### src/rtl/aes_mixcol_seq_if.sv
// Request/response handshake bundle for aes_mixcol_seq: state in, state out.
interface aes_mixcol_seq_if;
    logic         InValid;
    logic         InReady;
    logic         E_D;
    logic [127:0] StIn;
    logic         OutValid;
    logic         OutReady;
    logic [127:0] StOut;

    modport master (
        output InValid, E_D, StIn, OutReady,
        input  InReady, OutValid, StOut
    );

    modport slave (
        input  InValid, E_D, StIn, OutReady,
        output InReady, OutValid, StOut
    );
endinterface

### src/rtl/aes_mixcol_seq.sv
// Sequences a 128-bit AES state through an external 32-bit MixColumns datapath, one column per cycle.
// Optional macro AES_MIXCOL_SKIP_EN adds a Skip input that bypasses the mix for the final round.
module aes_mixcol_seq (
    input  logic            clk,
    input  logic            resetn,
    input  logic            Clr,
`ifdef AES_MIXCOL_SKIP_EN
    input  logic            Skip,
`endif
    aes_mixcol_seq_if.slave bus,
    output logic            MixE_D,
    output logic [31:0]     MixDIn,
    input  logic [31:0]     MixDOut,
    output logic            Busy
);

    typedef enum logic [1:0] {IDLE, RUN, DONE} state_t;

    state_t       state_q, state_d;
    logic [1:0]   col_q, col_d;
    logic         mode_q, mode_d;
    logic [127:0] st_in_q, st_in_d;
    logic [127:0] st_out_q, st_out_d;
    // Holds InReady low until the first edge after reset release.
    logic         init_q;
    logic [31:0]  col_sel;

    always_ff @(posedge clk or negedge resetn) begin
        if (!resetn) begin
            state_q  <= IDLE;
            col_q    <= '0;
            mode_q   <= 1'b0;
            st_in_q  <= '0;
            st_out_q <= '0;
            init_q   <= 1'b0;
        end else begin
            state_q  <= state_d;
            col_q    <= col_d;
            mode_q   <= mode_d;
            st_in_q  <= st_in_d;
            st_out_q <= st_out_d;
            init_q   <= 1'b1;
        end
    end

    always_comb begin
        state_d  = state_q;
        col_d    = col_q;
        mode_d   = mode_q;
        st_in_d  = st_in_q;
        st_out_d = st_out_q;
        if (Clr) begin
            state_d = IDLE;
            col_d   = '0;
        end else begin
            case (state_q)
                IDLE: begin
                    if (bus.InValid && bus.InReady) begin
                        mode_d  = bus.E_D;
                        st_in_d = bus.StIn;
                        col_d   = '0;
`ifdef AES_MIXCOL_SKIP_EN
                        if (Skip) begin
                            st_out_d = bus.StIn;
                            state_d  = DONE;
                        end else begin
                            state_d  = RUN;
                        end
`else
                        state_d = RUN;
`endif
                    end
                end
                RUN: begin
                    case (col_q)
                        2'd0:    st_out_d[127:96] = MixDOut;
                        2'd1:    st_out_d[95:64]  = MixDOut;
                        2'd2:    st_out_d[63:32]  = MixDOut;
                        default: st_out_d[31:0]   = MixDOut;
                    endcase
                    col_d = col_q + 2'd1;
                    if (col_q == 2'd3) begin
                        state_d = DONE;
                    end
                end
                DONE: begin
                    if (bus.OutReady) begin
                        state_d = IDLE;
                    end
                end
                default: state_d = IDLE;
            endcase
        end
    end

    always_comb begin
        case (col_q)
            2'd0:    col_sel = st_in_q[127:96];
            2'd1:    col_sel = st_in_q[95:64];
            2'd2:    col_sel = st_in_q[63:32];
            default: col_sel = st_in_q[31:0];
        endcase
    end

    // Datapath input is zero outside RUN so the external mixer stays quiet.
    assign MixDIn       = (state_q == RUN) ? col_sel : '0;
    assign MixE_D       = mode_q;
    assign bus.InReady  = (state_q == IDLE) && init_q;
    assign bus.OutValid = (state_q == DONE);
    assign bus.StOut    = st_out_q;
    assign Busy         = (state_q != IDLE);

endmodule

### src/flat_wrapper.sv
// flat-port wrapper written by rule: the top's interface ports become plain ports
module aes_mixcol_seq_flat 
  (clk, resetn, Clr, MixE_D, MixDIn, MixDOut, Busy, bus_InValid, bus_E_D, bus_StIn, bus_OutReady, bus_InReady, bus_OutValid, bus_StOut);
  aes_mixcol_seq_if bus_i ();
  input  logic clk;
  input  logic resetn;
  input  logic Clr;
  output logic MixE_D;
  output logic [31:0] MixDIn;
  input  logic [31:0] MixDOut;
  output logic Busy;
  input wire logic [$bits(bus_i.InValid)-1:0] bus_InValid;
  input wire logic [$bits(bus_i.E_D)-1:0] bus_E_D;
  input wire logic [$bits(bus_i.StIn)-1:0] bus_StIn;
  input wire logic [$bits(bus_i.OutReady)-1:0] bus_OutReady;
  output wire logic [$bits(bus_i.InReady)-1:0] bus_InReady;
  output wire logic [$bits(bus_i.OutValid)-1:0] bus_OutValid;
  output wire logic [$bits(bus_i.StOut)-1:0] bus_StOut;
  assign bus_i.InValid = bus_InValid;
  assign bus_i.E_D = bus_E_D;
  assign bus_i.StIn = bus_StIn;
  assign bus_i.OutReady = bus_OutReady;
  assign bus_InReady = bus_i.InReady;
  assign bus_OutValid = bus_i.OutValid;
  assign bus_StOut = bus_i.StOut;
  aes_mixcol_seq u_core (.clk(clk), .resetn(resetn), .Clr(Clr), .bus(bus_i), .MixE_D(MixE_D), .MixDIn(MixDIn), .MixDOut(MixDOut), .Busy(Busy));
endmodule
### config.mk
export PLATFORM = sky130hd
export DESIGN_NAME = aes_mixcol_seq_flat
export DESIGN_NICKNAME = d
export VERILOG_FILES = /design/src/rtl/aes_mixcol_seq_if.sv /design/src/rtl/aes_mixcol_seq.sv /design/src/flat_wrapper.sv
export SDC_FILE = /design/constraint.sdc
export NUM_CORES = 1
export LEC_CHECK = 0
export ABC_CLOCK_PERIOD_IN_PS = 2560
export BUFFER_PORTS_ARGS = -buffer_cell sky130_fd_sc_hd__buf_2
export CAP_MARGIN = 20
export CORE_UTILIZATION = 40
export CTS_CLUSTER_SIZE = 12
export DETAILED_ROUTE_END_ITERATION = 10
export SLEW_MARGIN = 20
export SYNTH_ARGS = -nofsm -noshare
export SYNTH_HDL_FRONTEND = slang
export SYNTH_SLANG_ARGS = --single-unit
### constraint.sdc
create_clock -name clk -period 2.56 [get_ports clk]
set_clock_uncertainty 0.2 [all_clocks]
set_input_delay 0.128 -clock clk [delete_from_list [all_inputs] [get_ports clk]]
set_output_delay 0.128 -clock clk [all_outputs]
set_load 0.01 [all_outputs]
Yosys cells after proc, flatten, opt, wreduce, memory -nomap -nowiden. Cells that the tools add are included.

Register bits: 262. Latch bits: 0. Memory bits (writable): 0. ROM bits: 0. Bits of input ports: 166. Output and inout port bits: 164. Word-level logic and storage cells: 44. Memories: 0.

Add/subtract/negate cells: 1. Multiply operators: 0. Divide/modulo/power cells: 0. Magnitude comparators: 0. Eq/ne operators: 8. Shift operators: 0. Muxes and demuxes: 10. Bitwise logic cells: 2. Reductions and logical operators: 14.

Operator list (number): $pmux 32 s3 (1); $mux 32 (1); $reduce_and 3->1 (6); $mux 2 (6); $eq 2x2->1 const B (3); $ne 3x2->1 const B (2); $pmux 2 s3 (1); $eq 2x1->1 const B (2); $logic_not 2->1 (2); $pmux 2 s2 (1); $ne 3x3->1 const B (1); $reduce_bool 3->1 (1); $reduce_or 3->1 (1); $add 2x1->2 const B (1); $logic_and 1x1->1 (2); $not 1->1 (2); $reduce_and 2->1 (1); $reduce_bool 2->1 (1).

Depth between registers and ports, before layout.
Depth after elaboration: 6. Mapped depth: 5. Mapped depth without buffers: 4.

Worst setup path before layout. Ideal clock, no wire load.

Path kind: flip-flop to flip-flop. From: reg u_core.state_q[1]. To: reg u_core.st_in_q[100]. Setup time: 0.125 ns. Arrival time: 1.568 ns. Data required time: 2.235 ns. Path slack: 0.667 ns. Cell stages (with the launch flop): 6. Path buffers: 2. Clock period less this slack: 1.893 ns. Cells stage by stage: dfrtp_1 > or2_4 > nor3_4 > buf_12 > buf_12 > mux2_4.

Cells in the longest elaborated chain, start to end: 4.

Ends and longest elaborated chain: start, declared (RTL line aes_mixcol_seq.sv:19) `state_t state_q, state_d;`; start signal, assigned (RTL line aes_mixcol_seq.sv:37) `state_q <= state_d;`; $logic_not 2->1 * (RTL line aes_mixcol_seq.sv:56, aes_mixcol_seq.sv:108); $logic_and 1x1->1 (RTL line aes_mixcol_seq.sv:108) `assign bus.InReady = (state_q == IDLE) && init_q;`; $logic_and 1x1->1 (RTL line aes_mixcol_seq.sv:58) `if (bus.InValid && bus.InReady) begin`; $reduce_and 3->1 (no source line) *; end signal, assigned (RTL line aes_mixcol_seq.sv:40) `st_in_q <= st_in_d;`; end, declared (RTL line aes_mixcol_seq.sv:22) `logic [127:0] st_in_q, st_in_d;`.

Mark *: on every way between the ends. The rest lies on a longest branch, timed or not. A chain may end at the register's enable or synchronous reset.

Worst setup path after layout.
From: reg u_core.col_q[0]. To: out MixDIn[14].

Cells in the longest elaborated chain, start to end: 3. Elaborated cells between the ends (all ways): 5. Classes of those cells: 2 x eq/ne; 2 x mux; 1 x reduce/logical.

Ends and longest elaborated chain: start, declared (RTL line aes_mixcol_seq.sv:20) `logic [1:0] col_q, col_d;`; start signal, assigned (RTL line aes_mixcol_seq.sv:38) `col_q <= col_d;`; $eq 2x2->1 (tied with other cells) (RTL line aes_mixcol_seq.sv:97) `case (col_q)`; $pmux 32 s3 * (RTL line aes_mixcol_seq.sv:97); $mux 32 * (RTL line aes_mixcol_seq.sv:106) `assign MixDIn = (state_q == RUN) ? col_sel : '0;`; end, declared (RTL line flat_wrapper.sv:9) `output logic [31:0] MixDIn;`.

Marks and branches as above.

==> results.md <==
Route:
- In this run the remaining antenna-violating nets after routing total 0.
- The average via count per standard cell is 4.874.
- For this run, design rule violations remaining after detail routing come to 0.
- The first-pass iteration count of the detailed router is 5.
- The first-iteration detailed-routing DRC count is 522.
- For this block, the routed nets add up to 29,640 microns of wire.
- The detail-routed net length per standard cell is 18.56 microns.
- The final route contains 7,783 vias.

Worst setup path:
- Traced cell by cell, the critical path runs through buf_6, ha_4, buf_12, a222oi_1, a21oi_1, buf_2.
- The cell family contributing the most delay on the critical path is compound AO/OA/AOI/OAI gates.
- The sort of element at the start of the critical path is a flop.
- The arrival time of data at the critical path endpoint is 2.16 ns.
- Data on the critical path is required at its endpoint by 2.23 ns.
- The worst-path maximum fanout is 8.
- The critical path contains buffers and inverters numbering 3 combined.
- The worst setup path is captured at a primary output.
- The slowest stage of the critical path is the dfrtp_1 cell.
- The critical path is of the reg -> out type.
- The peak per-stage delay on the critical path is 0.42 ns.

Pwr:
- Overall power consumption after layout is estimated at 11.73 mW.
- The leakage dissipation is 7.806 nW.
- The cell area power density is 738.0 nW/um^2.
- The worst-case IR drop observed on VDD is 0.4962 mV.

Global route:
- The overall fraction of global-route tracks in use is 0.2028.
- Entering global routing, the biggest net connects 75 pins.
- The number of global-route vias before repair is 8,414.
- The number of antenna violations at the first check in global routing is 1.
- The final global-route overflow total is 0.
- The first global-routing pass estimated 46,050 microns of wire.

Placed design:
- After detailed placement, the design holds a cell count of 1,377.
- Once detailed placement completed, the half-perimeter wirelength came to 18,730 microns.
- The congestion estimate from routability-driven global placement came to 0.7442.
- In this run the tool buffered the top-level ports with 329 buffer cells.

Logic synthesis:
- The flip-flop and latch count after synthesis is 262.
- The number of nets in the synthesized netlist is 866.
- The total standard cell area after synthesis is 11,200 sq um.
- In the synthesized netlist, the number of instances is 695.
- The distinct cell type count after synthesis is 25.
- In the synthesized netlist the async set-or-reset flop fraction comes to 1.000.
- The cell with the most instances after synthesis is dfrtp_1.
- The share of synthesized area in the top cell type comes to 0.5853.
- The share of the Yosys chip area taken by registers is 0.5853.
- The count of flip-flops with a built-in enable after synthesis is 0.
- In this run the mean area of a mapped cell was 16.12 sq um.
- The most common flop cell mapped by yosys is dfrtp_1.
- After synthesis, the most frequently instantiated cells are dfrtp_1 (262), mux2_2 (139), mux2_4 (100), a21oi_1 (35), o21ai_0 (34).
- Yosys printed 0 warnings.
- In the post-synthesis netlist, the biggest area contributors are dfrtp_1 (59%), mux2_2 (14%), mux2_4 (13%).
- The largest area contributor in the synthesized netlist is dfrtp_1.

Timing:
- The slew of the pin with the lowest slew margin is 0.6085 ns.
- The final hold violation count is 27.
- Setup repair after global routing could not meet its margin everywhere.
- The remaining max-slew budget at the tightest pin is 0.5944.
- The highest clock rate is 401.6 MHz.
- Setup violations remaining at the end of the flow were counted as 0.
- The clock period could shrink to 2.490 ns.
- The final max-slew violation count is 0.
- The worst slack on hold paths is -0.02216 ns.
- In the finished design, the share of the clock period the worst path needs comes to 0.9728.

Finish:
- The number of non-filler instances in the completed layout is 1,597.
- The layout-stage area growth over the synthesis result is 41.88%.
- In the final layout, the share of cells above drive strength 1 is 0.5339.
- The count of antenna diodes in the layout is 0.
- The number of fill cells is 2,205.
- The total number of nets in the final design is 1,377.

Clock tree:
- Counting the buffers created by CTS gives 28.
- The worst-skew pair later-pin latency is 0.53 ns.
- The clock input transition at the sequential cells of the worst setup and hold paths is 0.06 ns.
- The clock tree root driver cell is clkbuf_16.
- The number of sinks handled by clock tree synthesis is 262.
- TritonCTS built the clock tree.
- The maximum level of the CTS H-tree is 1.
- The maximum clock insertion buffer count is 3.

Outcome:
- The run finished, with violations left.
- The checks that failed: negative hold slack.

Die:
- During I/O placement, the number of pins put on the boundary was 330.
- The die is 169.3 microns tall.
- The width of the die is 169.3 microns.
- The number of placement rows is 60.
- For this configuration, the core starts out at a cell density of 0.4122.
- The core region is 27,180 sq um.
- The die covers 28,670 sq um.

Run:
- The tool flagged a number of max-cap violations equal to 0.

Min path:
- The path type of the worst min-delay path is in -> async.
-- layout by cell type (no fill, tap or decap), types with 3 or more instances in the layout --
cell type / instances
buf_2: 328
dfrtp_1: 262
dlygate4sd3_1: 165
mux2_2: 139
mux2_4: 100
a21oi_1: 35
o21ai_0: 34
a222oi_1: 32
clkbuf_16: 31
mux2_1: 18
buf_4: 15
buf_12: 13
clkbuf_8: 8
clkbuf_1: 7
clkinv_2: 5
nor3b_4: 4
buf_8: 4
inv_1: 3
nand2_1: 3
ha_1: 3
-- where the power goes --
group / internal (mW) / switching, mW
clock network: 2.29 / 1.61
logic: 1.48 / 0.962
registers: 4.95 / 0.446
-- final timing paths --
check	cells past startpoint	from	to	slack, ns
max in group asynchronous	3	resetn	u_core.st_in_q[2]	1.44
min in group clk	3	bus_StIn[124]	u_core.st_in_q[124]	0.14
min reg2reg	1	u_core.bus.StOut[84]	u_core.bus.StOut[84]	0.28
max	6	u_core.col_q[0]	MixDIn[14]	0.07
min	2	resetn	u_core.bus.StOut[42]	-0.02
max reg2reg	6	u_core.col_q[1]	u_core.bus.StOut[119]	0.33
-- metrics by stage --
| step | utilization | instance area [sq um] | TNS, ns | setup WS [ns] |
|---|---|---|---|---|
| floorplan | - | 11200 | 0 | 0.6670 |
| global placement | 0.4864 | 13220 | 0 | 0.4168 |
| detailed placement | 0.4864 | 13220 | 0 | 0.3779 |
| CTS | 0.5808 | 15780 | 0 | 0.006174 |
| global route | 0.5848 | 15890 | -0.05490 | -0.01869 |
| finish | 0.5848 | 15890 | 0 | 0.06975 |
-- state kept, by name, summed over array words and instances (netlist names) --
| signal | cells |
|---|---|
| u_core.bus.StOut | 128 |
| u_core.init_q | 1 |
| u_core.state_q | 2 |
| u_core.col_q | 2 |
| u_core.MixE_D | 1 |
| u_core.st_in_q | 128 |
-- cell families after synthesis --
logic type / after synthesis / share of synthesized area
DFF: 262 / 0.5853
adders and majority gates: 5 / 0.005585
muxes: 257 / 0.2919
and+or+nand+nor: 15 / 0.01285
other: 1 / 0.0003348
AOI/OAI and AO/OA: 103 / 0.06066
buffers and inverters: 52 / 0.04334
-- metal layers --
metal	GRT usage	vias up	wire [microns]	share of wire
met4	0.04152	2	358	0.012
met3	0.04991	33	2273	0.077
met5	0	-	13	0.00044
met1	0.2593	3858	12580	0.42
met2	0.3485	312	14420	0.49
li1	-	3578	-	-
-- cell type report --
type	count	area [sq um]	share of cell area
flip-flops and latches	262	6556	0.4126
well taps	372	465.4	0.02929
clock buffers	44	862.1	0.05425
repair buffers	528	3787	0.2383
multi-input cells	381	4177	0.2628
clock inverters	5	25.02	0.001575
inverters	5	18.77	0.001181
-- repair_timing --
| item | CTS | global route |
|---|---|---|
| pin swaps | 2 | 4 |
| endpoints found under the hold margin | 523 | 0 |
| gates resized for setup | 3 | 11 |
| setup buffers | 2 | 2 |
| hold buffers | 165 | 0 |
| gates cloned | 0 | 2 |
| endpoints found under the setup margin | 2 | 15 |
No activity file was read; power rests on OpenSTA's default activity.
